### src/rtl/tbird_switch_cond.sv
// tbird_switch_cond: turn-stalk / hazard switch conditioner for the turn-signal sequencer.
// Each raw contact is synchronized and debounced. A small selector FSM then turns the
// debounced levels into registered left/right requests plus a conflict flag.
// Optional feature macro: TBIRD_HAZARD_EN. When it is undefined, the hazard input is
// ignored and its synchronizer and debouncer are not built.

module tbird_sw_chan #(
   parameter int SYNC_STAGES     = 2,
   parameter int DEBOUNCE_CYCLES = 4
) (
   input  logic clk,
   input  logic reset,
   input  logic raw,
   output logic level
);

   localparam logic [7:0] LAST = 8'(DEBOUNCE_CYCLES - 1);

   logic [SYNC_STAGES-1:0] sync;
   logic [7:0]             cnt;
   logic                   sync_out;

   assign sync_out = sync[SYNC_STAGES-1];

   // synchronizer shift chain, raw contact enters at bit 0
   always_ff @(posedge clk or negedge reset) begin
      if (!reset) sync <= '0;
      else        sync <= {sync[SYNC_STAGES-2:0], raw};
   end

   // stability counter: a level is accepted only after DEBOUNCE_CYCLES differing samples in a row
   always_ff @(posedge clk or negedge reset) begin
      if (!reset) begin
         level <= 1'b0;
         cnt   <= '0;
      end else if (sync_out == level) begin
         cnt <= '0;
      end else if (cnt >= LAST) begin
         level <= sync_out;
         cnt   <= '0;
      end else begin
         cnt <= cnt + 8'd1;
      end
   end

endmodule

// state  | meaning
// IDLE   | no request, left=0 right=0
// LEFT   | left request locked in, right ignored until left releases
// RIGHT  | right request locked in, left ignored until right releases
// HAZARD | hazard request, both outputs on (reachable only with TBIRD_HAZARD_EN)
module tbird_switch_cond #(
   parameter int SYNC_STAGES     = 2,
   parameter int DEBOUNCE_CYCLES = 4
) (
   input  logic clk,
   input  logic reset,
   input  logic left_sw,
   input  logic right_sw,
   input  logic hazard_sw,
   output logic left,
   output logic right,
   output logic conflict
);

   typedef enum logic [1:0] {
      IDLE   = 2'b00,
      LEFT   = 2'b01,
      RIGHT  = 2'b10,
      HAZARD = 2'b11
   } state_t;

   state_t state, state_nxt;
   logic   deb_l, deb_r, deb_h;

   tbird_sw_chan #(.SYNC_STAGES(SYNC_STAGES), .DEBOUNCE_CYCLES(DEBOUNCE_CYCLES)) u_chan_l (
      .clk(clk), .reset(reset), .raw(left_sw), .level(deb_l)
   );

   tbird_sw_chan #(.SYNC_STAGES(SYNC_STAGES), .DEBOUNCE_CYCLES(DEBOUNCE_CYCLES)) u_chan_r (
      .clk(clk), .reset(reset), .raw(right_sw), .level(deb_r)
   );

`ifdef TBIRD_HAZARD_EN
   tbird_sw_chan #(.SYNC_STAGES(SYNC_STAGES), .DEBOUNCE_CYCLES(DEBOUNCE_CYCLES)) u_chan_h (
      .clk(clk), .reset(reset), .raw(hazard_sw), .level(deb_h)
   );
`else
   // hazard contact deliberately left unconnected in this build
   logic hazard_unused;
   assign hazard_unused = hazard_sw;
   assign deb_h         = 1'b0;
`endif

   // state register; the outputs decode straight from its bits
   always_ff @(posedge clk or negedge reset) begin
      if (!reset) state <= IDLE;
      else        state <= state_nxt;
   end

   // next-state: hazard wins everywhere, otherwise first-come lock on left/right
   always_comb begin
      state_nxt = state;
      case (state)
         IDLE: begin
            if (deb_h)               state_nxt = HAZARD;
            else if (deb_l && !deb_r) state_nxt = LEFT;
            else if (deb_r && !deb_l) state_nxt = RIGHT;
         end
         LEFT: begin
            if (deb_h)       state_nxt = HAZARD;
            else if (!deb_l) state_nxt = IDLE;
         end
         RIGHT: begin
            if (deb_h)       state_nxt = HAZARD;
            else if (!deb_r) state_nxt = IDLE;
         end
         HAZARD: begin
            if (!deb_h) state_nxt = IDLE;
         end
         default: state_nxt = IDLE;
      endcase
   end

   // conflict flag: both stalk directions debounced high without hazard
   always_ff @(posedge clk or negedge reset) begin
      if (!reset) conflict <= 1'b0;
      else        conflict <= deb_l & deb_r & ~deb_h;
   end

   assign left  = state[0];
   assign right = state[1];

endmodule
### config.mk
export PLATFORM = sky130hd
export DESIGN_NAME = tbird_switch_cond
export DESIGN_NICKNAME = d
export VERILOG_FILES = /design/src/rtl/tbird_switch_cond.sv
export SDC_FILE = /design/constraint.sdc
export NUM_CORES = 1
export LEC_CHECK = 0
export ABC_AREA = 1
export BUFFER_PORTS_ARGS = -buffer_cell sky130_fd_sc_hd__buf_2
export CAP_MARGIN = 5
export CORE_MARGIN = 2
export CORE_UTILIZATION = 45
export CTS_BUF_LIST = sky130_fd_sc_hd__clkbuf_4 sky130_fd_sc_hd__clkbuf_8
export CTS_CLUSTER_DIAMETER = 30
export DETAILED_ROUTE_END_ITERATION = 8
export GPL_ROUTABILITY_DRIVEN = 0
export HOLD_SLACK_MARGIN = 0.1
export PLACE_DENSITY = 0.69
export RECOVER_POWER = 50
export SLEW_MARGIN = 25
export SYNTH_ARGS = -nofsm -noshare
export SYNTH_HDL_FRONTEND = slang
export SYNTH_SLANG_ARGS = --single-unit
### constraint.sdc
create_clock -name clk -period 2.95 [get_ports clk]
set_clock_uncertainty 0.1 [all_clocks]
set_input_delay 0.4425 -clock clk [delete_from_list [all_inputs] [get_ports clk]]
set_output_delay 0.4425 -clock clk [all_outputs]
set_load 0.02 [all_outputs]
Word-level counts from Yosys, hierarchy flattened

Cells that the tools add are included.

Bitwise logic cells: 3
Reductions and logical operators: 8
$add $sub $neg: 2
$lt $le $gt $ge: 2
Equal/unequal tests: 8
Multiplexer cells: 9

Operators with widths:

| operator              | count |
|---|---|
| $mux W8               | 4 |
| $add A8 B1 Y8 const B | 2 |
| $ge A8 B2 Y1 const B  | 2 |
| $mux W2               | 4 |
| $pmux W2 S4           | 1 |
| $eq A2 B2 Y1 const B  | 2 |
| $ne A2 B2 Y1 const B  | 2 |
| $reduce_and A2 Y1     | 2 |
| $ne A3 B3 Y1 const B  | 1 |
| $reduce_and A3 Y1     | 1 |
| $eq A1 B1 Y1          | 2 |
| $eq A2 B1 Y1 const B  | 1 |
| $logic_and A1 B1 Y1   | 2 |
| $logic_not A1 Y1      | 2 |
| $logic_not A2 Y1      | 1 |
| $not A1 Y1            | 2 |
| $and A1 B1 Y1         | 1 |

Output and inout bits: 3
Register bits after elaboration: 25

Logic depth before layout (Yosys ltp)

Gate-level depths: netlist (run 1).

Word-level depth: 5
Mapped depth: 6
Depth with buffers taken out: 6

Cells and area by module

A second synthesis (run 1) with hierarchy kept.

Cell total of the unflattened synthesis: 86
Area total of the unflattened synthesis: 928.4 µm²

Modules (own cells, without submodules):

| module                    | area an instance (µm²) | instances | cells each |
|---|---|---|---|
| tbird_sw_chan at u_chan_r | 384.1                  | 1         | 34 |
| tbird_sw_chan at u_chan_l | 356.6                  | 1         | 28 |
| tbird_switch_cond         | 187.7                  | 1         | 24 |

Worst setup path after synthesis (run 1)

OpenSTA, ideal clock, no wires.

Kind: reg-to-reg
From: reg u_chan_r.level
To: reg state[0]
Library setup time: 0.134 ns
Required time: 2.716 ns
Cell stages (with the launch flop): 6
Clock period less this slack: 1.088 ns
Arrival: 0.854 ns
Path slack: 1.862 ns
Cell sequence: dfrtp_1 -> inv_1 -> ha_1 -> inv_1 -> nand3_1 -> o21ai_0

Cells in the longest elaborated chain, start to end: 4
Elaborated cells between the ends (all ways): 8
Classes of those cells: eq/ne: 2; mux: 2; reduce/logical: 4

Ends and longest elaborated chain:

| item                                             | line | source |
|---|---|---|
| from (decl)                                      | 14   | `output logic level` |
| from (signal assigned)                           | 39   | `level <= sync_out;` |
| $logic_not A1 Y1                                 | --   |  |
| $logic_and A1 B1 Y1                              | 108  | `else if (deb_l && !deb_r) state_nxt = LEFT;` |
| $mux W2 or $ne A3 B3 Y1 (tied branches)          | --   |  |
| $pmux W2 S4 or $reduce_and A3 Y1 (tied branches) | --   |  |
| to (signal assigned)                             | 99   | `else state <= state_nxt;` |
| to (decl)                                        | 74   | `state_t state, state_nxt;` |

Several ways; a longest one is shown, not always the timed one.
A chain may end at the register's enable or synchronous reset.

==> impl_results.md, run 1 <==
- First-pass DRT Iterations: 2
- Hold Crit Class: input pin to register
- Syn. warnings: 0
- Clock share of power: 0.250
- Total congestion overflow: 0
- Pint: roughly 0.00043 W
- Vias per cell: approximately 4
- Post-CTS Setup Bufs: 0
- Flop pwr share: 0.649
- Max Cap Violations: 0
- Max Buffers Root-to-Sink: 2
- Power Dens Cells: about 530 nW/µm²
- Share of cells above drive strength 1: 0.181
- Ant diodes: 0
- Final setup viols: 0
- Hold buffer count at cts: 1
- Worst path bufs/invs: 2
- Slowest-stage cell, CP: clkbuf_1
- Critical path, cell by cell: dlygate4sd3_1, clkbuf_1
- Peak supply drop: just under 0.4 mV
- Root Driver: clkbuf_4
- Switching part of the total: 0.250
- Worst slew pin tran: around 1.3 ns
- Post-route DRC: 0
- Part of the cycle the worst path needs: 0.593
- Num CTS Buffers: 3
- CTS tree: done
- # rows: 16
- Synthesized flop and latch total: 25
- WP data required: 3.09 ns
- Slowest stage delay, CP: slightly above 0.9 ns
- Fin Setup TNS: 0 ns
- Global-route wire length before repair: ~2100 µm
- CTS Sinks: 25
- Wire per inst: 8.56 µm
- PostCTS Resize Cnt: 0
- Final nets: approximately 120
- Pin count of the biggest net entering global routing: 26
- LEAKAGE: about 0.57 nW
- Status: completed
- CP max FO: 25
- Worst path top cell family by delay: buffers and inverters
- Pins Over Slew Limit: 0
- # IOs: 8
- Switch Pwr: about 0.00014 W
- Core area: about 2000 µm²
- CP arrival: between 1.5 and 2 ns
- GRT Total Usage: 0.118
- Post-Synthesis Cells: 82
- Startpoint types: input pin
- Cell Area, Synth: approximately 930 µm²
- DRT antenna net count: 0
- Die extent in x: a little under 50 µm
- Crit path time final: 1.75 ns
- Unrepaired setup endpoints after global routing: false
- Fin worst setup slack: roughly 1.2 ns
- Vias: between 500 and 600
- F_max: 572 MHz
- Vias in the first global route: roughly 530
- Combinational share of power: 0.101
- Final hold viol count: 0
- Max H-tree Level: 1
- DRT iter0 DRCs: 7
- Sequential fraction of the synthesis area: 0.672
- Worst-Skew Late Latency: between 0.3 and 0.4 ns
- Detail Placement HPWL: ~820 µm
- Final wirelength: around 1100 µm
- Synth Area per Inst: between 10 and 15 µm²
- Area of the die: around 2400 µm²
- Initial Util: 0.474
- Die Height: slightly below 50 µm
- Reg clk slew, reported paths: ~0.12 ns
- Number of buffers added on ports: 6
- Antenna violations before repair: 0
- CP Capture Type: asynchronous set/reset pin
- Max_slew headroom: 0.163
- Type of the worst setup path: input pin to asynchronous set/reset pin
- Area Growth Syn to Fin: 16.3%
- Yosys cell types: 13
- DP Worst Slack: between 1.5 and 2 ns
-- metrics by stage --
step            util  power [W]  instances  cell area [µm²]  hold WS (ns)
2_1_floorplan      -   0.000416         93              972        0.0469
3_3_place_gp   0.528   0.000434        126             1040         0.233
3_5_place_dp   0.528   0.000438        126             1040         0.237
4_1_cts        0.547   0.000584        131             1070         0.115
5_1_grt        0.552   0.000616        132             1080         0.105
6_report       0.552   0.000577        132             1080         0.133
-- sequential cells by signal (all words and copies together), names as in the netlist --
name,flops
conflict,1
u_chan_r.level,1
u_chan_l.sync,2
u_chan_r.cnt,8
u_chan_l.level,1
u_chan_l.cnt,8
u_chan_r.sync,2
state,2
-- layer usage --
| layer | part of all wire | track usage |
|---|---|---|
| met4 | 0.030 | 0.0833 |
| met5 | 0 | 0 |
| met2 | 0.49 | 0.209 |
| met3 | 0.029 | 0.0273 |
| met1 | 0.45 | 0.122 |
-- power by group through the flow --
stage          Combinational [W]  Sequential [W]  Clock, W
2_1_floorplan          0.0000283        0.000388         0
3_3_place_gp           0.0000543        0.000380         0
3_5_place_dp           0.0000571        0.000381         0
4_1_cts                0.0000582        0.000375  0.000151
5_1_grt                0.0000670        0.000377  0.000172
6_report               0.0000582        0.000375  0.000144
-- path summary, 6_finish.rpt --
check / startpoint / endpoint / slack [ns] / cells after the start
max: reset / u_chan_r.cnt[2] / 1.20 / 2
min: right_sw / u_chan_r.sync[0] / 0.13 / 1
max reg2reg: u_chan_r.level / state[0] / 1.77 / 5
min reg2reg: u_chan_r.sync[0] / u_chan_r.sync[1] / 0.26 / 0
max in group clk: state[1] / right / 1.50 / 1
min in group asynchronous: reset / u_chan_l.cnt[2] / 0.81 / 2
-- cell type report --
cell class	count	area [µm²]
clock buffers	3	22.5
fillers	185	880
repair buffers	8	48.8
inverters	16	60.1
multi-input cells	52	287
well taps	27	33.8
clock inverters	1	5.00
flip-flops and latches	25	626
-- cell usage after synthesis (all sizes together) --
library cell,n,share of area
nand3,7,0.038
ha,4,0.054
nor2,10,0.073
xnor2,2,0.019
conb,1,0.0040
dfrtp,25,0.67
inv,16,0.065
nand2,15,0.066
o21ai,2,0.011
-- placed cells by master (no fill, tap or decap) --
| cell | instances |
|---|---|
| clkinv_2 | 1 |
| nand2_1 | 13 |
| conb_1 | 12 |
| xnor2_1 | 2 |
| nand3_1 | 7 |
| o21ai_1 | 1 |
| dlygate4sd3_1 | 2 |
| o21ai_0 | 1 |
| nand2_2 | 2 |
| inv_2 | 4 |
| buf_2 | 5 |
| nor2_1 | 6 |
| inv_1 | 12 |
| clkbuf_1 | 1 |
| ha_1 | 4 |
| dfrtp_1 | 25 |
| nor2_4 | 4 |
| clkbuf_4 | 3 |
-- cell families (layout without fill, tap and decap cells) --
group | count (synthesis) | after routing | share of synthesized area
xor gates and xnor gates | 2 | 2 | 0.0188
buffers and inverters | 16 | 28 | 0.0645
and+or+nand+nor | 32 | 32 | 0.176
DFF | 25 | 25 | 0.672
adders and majority gates | 4 | 4 | 0.0538
AOI/OAI and AO/OA | 2 | 2 | 0.0107
other | 1 | 12 | 0.00403
Note: power is estimated with default switching activity, not from simulation.
==> inputs of run 2 (changes only) <==
==> constraint.sdc (replaced) <==
create_clock -name clk -period 1.75 [get_ports clk]
set_clock_uncertainty 0.1 [all_clocks]
set_input_delay 0.2625 -clock clk [delete_from_list [all_inputs] [get_ports clk]]
set_output_delay 0.2625 -clock clk [all_outputs]
set_load 0.02 [all_outputs]
==> run 2 against run 1 <==
Worst hold slack better by 0.14 ns. Clock-buffer cell count did not move. Critical endpoint is now left. Sequential power up 69%. Flip-flop and latch count unchanged. Core utilization is 0.57 points higher. Final cell count is 0.76% higher.
==> impl_results.md, run 2 (synthesis gave the netlist of run 1 again) <==
- Status: completed
- Area of the die: 2450 µm² (unchanged)
- Highest routed layer: met4
- Worst path bufs/invs: 1 (-1)
- LEAKAGE: 0.578 nW (+1.3%)
- CP Capture Type: primary output
- Startpoint types: register
- Die extent in x: 49.5 µm (unchanged)
- Pin count of the biggest net entering global routing: 26 (unchanged)
- Most common cell after layout, fill and taps aside: dfrtp_1
- Met3 WL: 30 µm (-9.1%)
- Root Driver: clkbuf_4
- Fin Setup TNS: 0 ns (unchanged)
- Max Cap Violations: 0 (unchanged)
- Antenna violations before repair: 0 (unchanged)
- Hold buffer count at cts: 3 (+2)
- Fin worst setup slack: 0.477 ns (-0.724 ns)
- Crit path time final: about 1.3 ns
- Max H-tree Level: 1 (unchanged)
- Share of cells above drive strength 1: 0.189 (+0.00773)
- Slowest-stage cell, CP: dfrtp_1
- Total congestion overflow: 0 (unchanged)
- GRT Total Usage: 0.118 (-0.000502)
- Top flop regs: u_chan_l.cnt: 8 flops, u_chan_r.cnt: 8 flops
- CP max FO: 4 (-84%)
- Commonest cells after routing, fill and taps aside: 25 x dfrtp_1, 13 x nand2_1, 12 x inv_1, 12 x conb_1, 7 x nand3_1
- Fill count: 193 (+4.3%)
- Cells after DPL: 126 (unchanged)
- Peak supply drop: 0.604 mV (+55%)
- Die Height: 49.5 µm (unchanged)
- M1 WL: 527 µm (+4.8%)
- Pins Over Slew Limit: 0 (unchanged)
- Part of the cycle the worst path needs: 0.727
- Slowest stage delay, CP: 0.43 ns (-0.49 ns)
- PostCTS Resize Cnt: 0 (unchanged)
- DRT iter0 DRCs: 5 (-2)
- DP Worst Slack: 0.596 ns (-1.19 ns)
- Core area: 1960 µm² (unchanged)
- Global-route wire length before repair: 2040 µm (-2.3%)
- Final setup viols: 0 (unchanged)
- Vias per cell: 4.02 (+1.5%)
- Critical path, cell by cell: buf_2
- DRT antenna net count: 0 (unchanged)
- # rows: 16 (unchanged)
- Post-route DRC: 0 (unchanged)
- Area Growth Syn to Fin: 17.5%
- Initial Util: 0.474 (unchanged)
- Ant diodes: 0 (unchanged)
- CP arrival: 0.91 ns (-0.98 ns)
- Power Dens Cells: 896 nW/µm² (+68%)
- First-pass DRT Iterations: 2 (unchanged)
- Worst-Skew Late Latency: 0.31 ns (about the same)
- Hold Crit Class: register to register
- Final Non-Filler Cells: 133 (+0.76%)
- # IOs: 8 (unchanged)
- Unrepaired setup endpoints after global routing: false
- Worst path top cell family by delay: flip-flops
- Vias in the first global route: 512 (-3.9%)
- Num CTS Buffers: 3 (unchanged)
- Final wirelength: 1200 µm (+6.3%)
- Type of the worst setup path: register to primary output
- Worst slew pin tran: 0.600 ns (-0.655 ns)
- Core Util, Final: 0.557 (+0.00574)
- Vias: 534 (+2.3%)
- F_max: between 700 and 800 MHz
- Final nets: 116 (+0.87%)
- CTS Sinks: 25 (unchanged)
- Reg clk slew, reported paths: 0.13 ns (about the same)
- Detail Placement HPWL: 865 µm (+5.7%)
- Final hold viol count: 0 (unchanged)
- Max Buffers Root-to-Sink: 2 (unchanged)
- CTS tree: done
- Wire per inst: 9.03 µm (+5.5%)
- Worst Hold Margin: 0.271 ns (+0.138 ns)
- Number of buffers added on ports: 6 (unchanged)
- WL met2: 623 µm (+11%)
- Max_slew headroom: 0.600 (+0.437)
- WP data required: 1.39 ns (-1.70 ns)
- Post-CTS Setup Bufs: 0 (unchanged)
## run 2: changes by cell type in the layout (fill, tap and decap cells not counted)
| cell | before | now |
|---|---|---|
| clkbuf_1 | 1 | 0 |
| clkbuf_2 | 0 | 1 |
| dlygate4sd3_1 | 2 | 3 |
## run 2: metrics by stage
step / area, µm² / total power [W]
6_report: 1090 / 0.000979
3_5_place_dp: 1040 / 0.000739
4_1_cts: 1090 / 0.000990
2_1_floorplan: 972 / 0.000702
3_3_place_gp: 1040 / 0.000732
5_1_grt: 1090 / 0.00103
## run 2: worst paths after layout
check                                  from          endpoint  slack [ns]  cells past startpoint
setup / recovery                   state[0]              left        0.48                      1
hold / removal             u_chan_l.sync[0]  u_chan_l.sync[1]        0.27                      0
hold reg to reg            u_chan_l.sync[0]  u_chan_l.sync[1]        0.27                      0
max in group asynchronous             reset   u_chan_r.cnt[5]        0.79                      2
min in group asynchronous             reset   u_chan_l.cnt[2]        0.37                      2
setup reg to reg             u_chan_l.level          state[0]        0.59                      4
## run 2: where the power goes
part | switching, W | total (W) | internal [W]
logic | 0.0000643 | 0.0000997 | 0.0000354
registers | 0.0000214 | 0.000632 | 0.000611
clock network | 0.000162 | 0.000248 | 0.0000853
total | 0.000248 | 0.000979 | 0.000731
## run 2: final cells by class
cell class / count / area (µm²) / share of cell area
inverter: 16 / 60.1 / 0.0549
clock inverter: 1 / 5.00 / 0.00458
clock buffer: 3 / 22.5 / 0.0206
multi-input combinational: 52 / 287 / 0.262
timing repair buffer: 9 / 60.1 / 0.0549
tap: 27 / 33.8 / 0.0309
sequential: 25 / 626 / 0.572
## run 2: per-layer routing
layer  GRT usage  vias to the layer above
met5           0                        -
met4      0.0833                        0
met3      0.0273                        2
met2       0.209                        8
met1       0.120                      244
li1            -                      280
